### src/rtl/shift_out_pkg.sv
// rtl/shift_out_pkg.sv - shared state encodings and count-width helper for shift_out
package shift_out_pkg;

    typedef enum logic {
        ST_IDLE  = 1'b0,
        ST_SHIFT = 1'b1
    } state_t;

    // Bits needed to count 0..width-1; never less than one bit.
    function automatic int count_width(input int width);
        return (width <= 2) ? 1 : $clog2(width);
    endfunction

endpackage

### src/rtl/shift_bit_counter.sv
// rtl/shift_bit_counter.sv - bit counter with clear, increment and terminal-count flag
module shift_bit_counter
    import shift_out_pkg::*;
#(
    parameter int WIDTH = 32
) (
    input  logic clk,
    input  logic clr_n,
    input  logic i_clear,
    input  logic i_inc,
    output logic o_terminal
);

    localparam int CW = count_width(WIDTH);

    logic [CW-1:0] r_count;

    // Count shifted bits; clear wins over increment so the count wraps to 0 at word end.
    always_ff @(posedge clk or negedge clr_n) begin
        if (!clr_n) begin
            r_count <= '0;
        end else if (i_clear) begin
            r_count <= '0;
        end else if (i_inc) begin
            r_count <= r_count + 1'b1;
        end
    end

    assign o_terminal = (r_count == CW'(WIDTH - 1));

endmodule

### src/rtl/shift_out.sv
// rtl/shift_out.sv - parallel-in serial-out transmitter, MSB first, enable-strobed
module shift_out
    import shift_out_pkg::*;
#(
    parameter int WIDTH = 32
) (
    input  logic             clk,
    input  logic             clr_n,
    input  logic [WIDTH-1:0] din,
    input  logic             load,
    output logic             ready,
    input  logic             enable,
    output logic             so,
    output logic             busy,
    output logic             done
);

    state_t           r_state;
    logic [WIDTH-1:0] r_shreg;
    logic             r_done;

    logic             w_accept;
    logic             w_step;
    logic             w_last;
    logic             w_terminal;

    assign w_accept = (r_state == ST_IDLE) && load;
    assign w_step   = (r_state == ST_SHIFT) && enable;
    assign w_last   = w_step && w_terminal;

    shift_bit_counter #(
        .WIDTH (WIDTH)
    ) u_counter (
        .clk        (clk),
        .clr_n      (clr_n),
        .i_clear    (w_accept || w_last),
        .i_inc      (w_step),
        .o_terminal (w_terminal)
    );

    // Load/shift FSM; enable is ignored while idle so the first bit gets a full enable period.
    always_ff @(posedge clk or negedge clr_n) begin
        if (!clr_n) begin
            r_state <= ST_IDLE;
            r_shreg <= '0;
            r_done  <= 1'b0;
        end else begin
            case (r_state)
                ST_IDLE: begin
                    if (load) begin
                        r_shreg <= din;
                        r_done  <= 1'b0;
                        r_state <= ST_SHIFT;
                    end
                end
                ST_SHIFT: begin
                    if (enable) begin
                        r_shreg <= {r_shreg[WIDTH-2:0], 1'b0};
                        if (w_terminal) begin
                            r_done  <= 1'b1;
                            r_state <= ST_IDLE;
                        end
                    end
                end
                default: r_state <= ST_IDLE;
            endcase
        end
    end

    // The MSB of the zero-filled shift register is the registered serial bit: it holds
    // din's MSB after a load, the next bit after each shift, and 0 after the last shift.
    assign so    = r_shreg[WIDTH-1];
    assign done  = r_done;
    assign ready = (r_state == ST_IDLE);
    assign busy  = (r_state == ST_SHIFT);

endmodule
### config.mk
export PLATFORM = sky130hd
export DESIGN_NAME = shift_out
export DESIGN_NICKNAME = d
export VERILOG_FILES = /design/src/rtl/shift_out_pkg.sv /design/src/rtl/shift_bit_counter.sv /design/src/rtl/shift_out.sv
export SDC_FILE = /design/constraint.sdc
export NUM_CORES = 1
export LEC_CHECK = 0
export BUFFER_PORTS_ARGS = -buffer_cell sky130_fd_sc_hd__buf_2
export CORE_MARGIN = 2
export CORE_UTILIZATION = 48
export CTS_CLUSTER_DIAMETER = 60
export CTS_CLUSTER_SIZE = 20
export DETAILED_ROUTE_END_ITERATION = 12
export PLACE_DENSITY = 0.72
export SLEW_MARGIN = 20
export SYNTH_ARGS = -nofsm -noshare
export SYNTH_HDL_FRONTEND = slang
export SYNTH_SLANG_ARGS = --single-unit
### constraint.sdc
create_clock -name clk -period 1.8 [get_ports clk]
set_input_delay 0 -clock clk [delete_from_list [all_inputs] [get_ports clk]]
set_output_delay 0 -clock clk [all_outputs]
set_load 0.005 [all_outputs]
# [Yosys cells after proc, flatten, opt, wreduce, memory -nomap -nowiden]
# Cells that the tools add are included.
[totals] register_bits=39 inputBits=36 output_inout_bits=4 elab_cells=30
[op_classes] addsub=1 eq_ne=4 n_mux=13 bitwise=1 reduce_logical=7
[op_table] operator="$mux W32" n=2
[op_table] operator="$pmux W32 S2" n=1
[op_table] operator="$mux W5" n=2
[op_table] operator="$mux W1" n=6
[op_table] operator="$add A5 B1 Y5 const B" n=1
[op_table] operator="$eq A5 B5 Y1 const B" n=1
[op_table] operator="$ne A2 B2 Y1 const B" n=2
[op_table] operator="$pmux W1 S2" n=2
[op_table] operator="$logic_and A1 B1 Y1" n=3
[op_table] operator="$reduce_and A3 Y1" n=1
[op_table] operator="$ne A2 B1 Y1 const B" n=1
[op_table] operator="$reduce_and A2 Y1" n=1
[op_table] operator="$reduce_bool A2 Y1" n=1
[op_table] operator="$logic_or A1 B1 Y1" n=1
[op_table] operator="$not A1 Y1" n=1

# [Longest topological paths before layout]
# Gate-level depths: netlist of the first run.
[logic_depth] depth_word=4 depth_mapped=6 ltp_nobuf=6

# [By module]
# A second synthesis of the first run with hierarchy kept.
[hier_totals] hier_cells=172 area_unflattened_um2=2240.9
[modules_own_cells] module="shift_out" instances=1 cells_per_inst=150 area_per_inst_um2=1964.4 seq_area_each_um2=850.8
[modules_own_cells] module="shift_bit_counter" instances=1 cells_per_inst=22 area_per_inst_um2=276.5 seq_area_each_um2=125.1

# [Worst setup path after synthesis of the first run]
# No wires, ideal clock.
[synth_path] path_kind="register to register" startpoint="register u_counter.r_count[0]" endpoint="register u_counter.r_count[3]" setup_ns=0.069 arrival_time_ns=1.749 t_required_ns=1.731 path_slack_ns=-0.018 stages_incl_launch_ff=7 n_path_buf=0 synth_period_minus_slack_ns=1.818 path_cell_list="dfrtp_1 > ha_1 > and3_1 > ha_1 > and2b_4 > or4b_1 > nand3_1"
[synth_via] elab_chain_cells=4 word_cells_on_any_way=7 cone_classes="add/sub: 1; eq/ne: 1; mux: 2; reduce/logical: 3"
[synth_lines] item="start, declared" line="shift_bit_counter.sv:16" rtl="logic [CW-1:0] r_count;"
[synth_lines] item="start signal, assigned" line="shift_bit_counter.sv:25" rtl="r_count <= r_count + 1'b1;"
[synth_lines] item="branches (longest 4 deep; another with $add A5 B1 Y5)"
# Several ways; the timed one is not identified. The select of a mux whose other input is x is not followed.
# A chain may end at the register's enable or synchronous reset.

# [Final worst setup path of the first run]
[layout_path] startpoint="register u_counter.r_count[1]" endpoint="register u_counter.r_count[3]"
# The elaborated chain is that of the path after synthesis.

==> results.cfg, run 1 <==
[layout]
count_of_fill_cells_added_during_filler_insertion = 326
finish.utilization = 0.6337
finish.instance_area_mm2 = 0.002355
layout.cells.non_filler = 280
syn_to_final_growth_pct = 24.80
nNetsFinal = 269
total_inserted_antenna_cells = 0
drive_gt1_frac = 0.2802

[floorplan]
coreArea_mm2 = 0.003716
die-height_um = 66.70
initial_core_util = 0.5077
die_area_mm2 = 0.004448
ioPinCount = 40
die_w_um = 66.70
floorplan.rows = 22

[placed_design]
place_inst = 261
place_worst_setup_slack_ns = 0.04050
dp.final_hpwl_um = 2312
place_area_mm2 = 0.002125
placement.io_buffers = 39
routabilityCongestion = 0.8452

[sta]
setup_viol = 0
final_min_period_over_clock_period = 0.9793
whs_ns = 0.002511
worst_slew_margin_rel = 0.4340
hold_viol = 0
timing.final.crit_period_ns = 1.763
max_freq_mhz = 567.3
report.final.slew_viol_count = 0
timing_worst_slew_pin_value_ns = 0.8490
final.setup_skew_ns = 0.006240
setup-tns-final_ns = 0
setup_slack_after_layout_ns = 0.03729

[global_route]
first_global_vias = 1402
grt_total_ovfl = 0
grt_first_pass_wirelength_um = 6072
largest_net_degree_at_the_start_of_global_routing = 47
number_of_antenna_violations_at_the_first_check_in_global_routing = 0
groute.usage.overall = 0.1844

[route]
drt_drc_violations_left = 0
vias_per_cell = 5.054
final_antenna_net_count = 0
wl_um = 3465
routed-via-count = 1415
drt_first_iter_violations = 82
route.detailed.wl_per_inst_um = 12.38
drt_first_pass_iters = 4

[pwr]
total_leakage_power_nw = 1.285
total_power_mw = 2.803
combPwrFrac = 0.243
switching_share = 0.2828
power.net_switching_mw = 0.7926
clockPowerShare = 0.264
p_per_area_mw_per_mm2 = 1190
portion_of_total_power_attributed_to_sequential_cells = 0.493
vdd.ir_drop.worst_mv = 0.9319
cellInternalPower_mw = 2.011

[worst_setup_path]
cp-end-kind = register
worst-path-max-fanout = 3
crit_path_frequent_cell = sky130_fd_sc_hd__ha_2
family_with_the_most_delay_on_the_worst_path = simple AND/OR/NAND/NOR gates
critical_path_required_ns = 2.03
critPathKind = register to register
start_kind = register
arrival_ns = 1.99
path_buf_inv = 0
worstPathCellList = ha_2 -> and3_4 -> ha_2 -> and2b_4 -> or4b_1 -> nand3_1
slowest_delay_ns = 0.43
critPathSlowestCell = sky130_fd_sc_hd__or4b_1

[logic_synthesis]
post_synth.cell_area_avg_um2 = 10.54
yosys.area.top_type_share = 0.5172
synthesized_instance_count = 179
postSynth.asyncResetShare = 1.000
synth.most_common_cell = sky130_fd_sc_hd__dfrtp_1
synth-warning-count = 0
postSynthNetCount = 217
yosys_most_used_dff = sky130_fd_sc_hd__dfrtp_1
synthesis.area_mm2 = 0.001887
postSynthRegisterBits = 39
post_synth_num_cell_types = 27
synth_enable_flop_cells = 0
synth_top_area_cell = sky130_fd_sc_hd__dfrtp_1
seq_area_frac_synth = 0.5172
yosys-top-cells-area = sky130_fd_sc_hd__dfrtp_1, sky130_fd_sc_hd__mux2i_1, sky130_fd_sc_hd__o21ai_0
netlist_top_cells_count = sky130_fd_sc_hd__dfrtp_1, sky130_fd_sc_hd__nand2_1, sky130_fd_sc_hd__mux2i_1, sky130_fd_sc_hd__o21ai_0

[job]
max-cap-violations = 0

[outcome]
outcome = complete, no violations

[clock_tree]
clock_tree.root_cell = sky130_fd_sc_hd__clkbuf_8
cts_buffers = 5
cts_sinks = 39
cts.reportedPaths.clkPinSlew_ns = 0.08
source_to_sink_clock_delay_at_the_later_pin_of_the_worst_skew_pair_ns = 0.29
cts.htree.levels = 2
tritoncts = yes
clk_path_buf_depth = 2

[min_path]
hold_path_class = input pin to register
[area by class of cell]
class / instances / area (um2) / area share
Multi-Input combinational cell: 125 / 823.3 / 0.3496
Inverter: 3 / 11.26 / 0.004782
Sequential cell: 39 / 977.2 / 0.4150
Clock buffer: 6 / 82.58 / 0.03507
Timing Repair Buffer: 57 / 365.4 / 0.1552
Tap cell: 48 / 60.06 / 0.02550
Clock inverter: 2 / 35.03 / 0.01488
[final timing paths]
check                                      from                   end  slack [ns]  cells after the start
setup reg to reg           u_counter.r_count[1]  u_counter.r_count[3]        0.04                      6
max in group asynchronous                 clr_n                  busy        0.87                      2
hold / removal                           din[6]            r_shreg[6]       0.003                      3
setup / recovery           u_counter.r_count[1]  u_counter.r_count[3]        0.04                      6
min in group asynchronous                 clr_n                  done        0.36                      2
hold reg to reg                      r_shreg[8]            r_shreg[8]        0.48                      2
[logic make-up after synthesis]
kind of cell / share of synthesized area
compound gates: 0.1240
fa+ha+maj: 0.01326
buf+inv: 0.05172
flops: 0.5172
mux: 0.1817
simple gates: 0.1121
[metal layers]
layer | share of wire | wire length [um] | GRT usage | vias up
li1 | - | - | - | 725
met1 | 0.45 | 1570 | 0.2189 | 659
met2 | 0.48 | 1667 | 0.3038 | 29
met3 | 0.059 | 206 | 0.07432 | 2
met4 | 0.0058 | 20 | 0.06122 | 0
met5 | 0 | 0 | 0 | -
[placed cells by master, fill, tap and decap left out, drive strengths merged, types with 2 or more instances in the layout]
cell type,count
a22o,2
and2b,2
buf,48
clkbuf,6
dfrtp,39
dlygate4sd3,9
ha,2
inv,3
mux2i,33
nand2,36
nand3,4
nand4b,2
o21ai,35
o22ai,2
[registers in the layout (all words and copies together) (netlist names)]
name,count
r_shreg,32
busy,1
done,1
u_counter.r_count,5
[power by group through the flow]
| stage | Clock, mW | Sequential, mW | Combinational (mW) |
|---|---|---|---|
| 4_1_cts | 0.759 | 1.38 | 0.679 |
| 6_report | 0.741 | 1.38 | 0.680 |
| 3_3_place_gp | 0 | 1.39 | 0.646 |
| 3_5_place_dp | 0 | 1.40 | 0.666 |
| 2_1_floorplan | 0 | 1.35 | 0.491 |
| 5_1_grt | 0.800 | 1.43 | 0.805 |
[worst reg2reg max path, delay by kind of cell, from the launching register on]
family	cells	cell delay [ns]
fa+ha+maj	2	0.36
simple gates	4	0.95
flops	1	0.39
[repair_timing]
item / 4_1_cts / 5_1_grt
buffers inserted: 0 / 2
endpoints found under the setup margin: 0 / 1
endpoints found under the hold margin: 47 / 0
hold buffers: 9 / 0
resized for setup: 0 / 2
Power figures use the tool's default switching activity.
==> run 2, diff against run 1 <==
PLACE_DENSITY = 0.85   (was 0.72)
==> results.cfg, run 2 (same netlist as run 1, synthesis figures left out) <==
[pwr]
portion_of_total_power_attributed_to_sequential_cells = 0.522
switching_share = 0.3073
combPwrFrac = 0.266
total_power_mw = 2.661
clockPowerShare = 0.211
total_leakage_power_nw = 1.268
cellInternalPower_mw = 1.844
p_per_area_mw_per_mm2 = 1143
power.net_switching_mw = 0.8180
vdd.ir_drop.worst_mv = 0.6289

[layout]
largest_register_ffs = 32
mostFrequentLayoutCell = sky130_fd_sc_hd__buf_2
finish.instance_area_mm2 = 0.002328
syn_to_final_growth_pct = 23.41
finish.utilization = 0.6266
largest_registers = r_shreg x32, u_counter.r_count x5
nNetsFinal = 269
layout.cells.non_filler = 280
mostFrequentLayoutCells = sky130_fd_sc_hd__buf_2, sky130_fd_sc_hd__dfrtp_1, sky130_fd_sc_hd__nand2_1, sky130_fd_sc_hd__mux2i_1, sky130_fd_sc_hd__o21ai_0
drive_gt1_frac = 0.2888
largest-register = r_shreg
total_inserted_antenna_cells = 0

[placed_design]
place_inst = 262
place_worst_setup_slack_ns = 0.01693
placement.io_buffers = 39
place_area_mm2 = 0.002132
routabilityCongestion = 0.7707
dp.final_hpwl_um = 2523

[sta]
max_freq_mhz = 570.6
final_min_period_over_clock_period = 0.9736
whs_ns = -0.001566
setup_slack_after_layout_ns = 0.04749
timing_worst_slew_pin_value_ns = 0.4347
hold_viol = 3
worst_slew_margin_rel = 0.7091
timing.final.crit_period_ns = 1.753
report.final.slew_viol_count = 0
setup_viol = 0
setup-tns-final_ns = 0
final.setup_skew_ns = 0.009549

[clock_tree]
tritoncts = yes
cts_buffers = 5
source_to_sink_clock_delay_at_the_later_pin_of_the_worst_skew_pair_ns = 0.29
cts.htree.levels = 2
cts.reportedPaths.clkPinSlew_ns = 0.08
clk_path_buf_depth = 2
cts_sinks = 39
clock_tree.root_cell = sky130_fd_sc_hd__clkbuf_8

[job]
max-cap-violations = 0

[global_route]
largest_net_degree_at_the_start_of_global_routing = 63
number_of_antenna_violations_at_the_first_check_in_global_routing = 0
groute.usage.overall = 0.1809
first_global_vias = 1408
grt_first_pass_wirelength_um = 6051
grt_total_ovfl = 0

[floorplan]
die-height_um = 66.70
coreArea_mm2 = 0.003716
floorplan.rows = 22
ioPinCount = 40
die_w_um = 66.70
die_area_mm2 = 0.004448
initial_core_util = 0.5077

[min_path]
hold_path_class = input pin to register

[route]
wl_um = 3623
routed-via-count = 1442
drt_first_iter_violations = 70
final_antenna_net_count = 0
drt_first_pass_iters = 4
route.detailed.wl_per_inst_um = 12.94
vias_per_cell = 5.150
drt_drc_violations_left = 0

[worst_setup_path]
arrival_ns = 1.98
critPathKind = register to register
worst-path-max-fanout = 3
critical_path_required_ns = 2.02
start_kind = register
cp-end-kind = register

[outcome]
failed_checks = hold timing
outcome = finished with violations
## run 2: worst paths after layout
check,start,end,slack (ns),cells past startpoint
setup / recovery,u_counter.r_count[1],u_counter.r_count[3],0.05,6
hold / removal,din[5],r_shreg[5],-0.002,3
setup reg to reg,u_counter.r_count[1],u_counter.r_count[3],0.05,6
hold reg to reg,r_shreg[5],r_shreg[5],0.49,2
max in group asynchronous,clr_n,r_shreg[4],1.12,3
min in group asynchronous,clr_n,r_shreg[13],0.14,2
## run 2: critical path, stage by stage, from the launching register on
cell and delay (ns):
sky130_fd_sc_hd__dfrtp_1 0.39, sky130_fd_sc_hd__ha_2 0.20, sky130_fd_sc_hd__and3_4 0.17, sky130_fd_sc_hd__ha_2 0.16, sky130_fd_sc_hd__and2b_4 0.25, sky130_fd_sc_hd__or4b_4 0.45, sky130_fd_sc_hd__nand3_2 0.06
## run 2: repair_timing
item | in CTS | in global routing
hold endpoints to repair | 46 | 0
endpoints found under the setup margin | 0 | 1
buffers inserted | 0 | 2
hold buffers | 8 | 0
gates resized for setup | 0 | 4
## run 2: area by class of cell
type | instances | area, um2
clock buffers | 6 | 72.57
clock inverters | 2 | 12.51
fillers | 320 | 1388
inverters | 3 | 11.26
multi-input cells | 125 | 832.0
flip-flops and latches | 39 | 977.2
well taps | 48 | 60.06
repair buffers | 57 | 362.8
## run 2: power groups by stage
stage | registers [mW] | clock network (mW) | logic (mW)
final | 1.39 | 0.562 | 0.709
after global routing | 1.43 | 0.606 | 0.832
after CTS | 1.39 | 0.577 | 0.693
after detailed placement | 1.40 | 0 | 0.677
after global placement | 1.38 | 0 | 0.640
after floorplan | 1.35 | 0 | 0.491
## run 2: metal layers
layer	share of wire	vias to the layer above	track usage
met5	0	-	0
li1	-	726	-
met4	0.013	0	0.06888
met3	0.035	8	0.03716
met2	0.49	28	0.3025
met1	0.46	680	0.2306
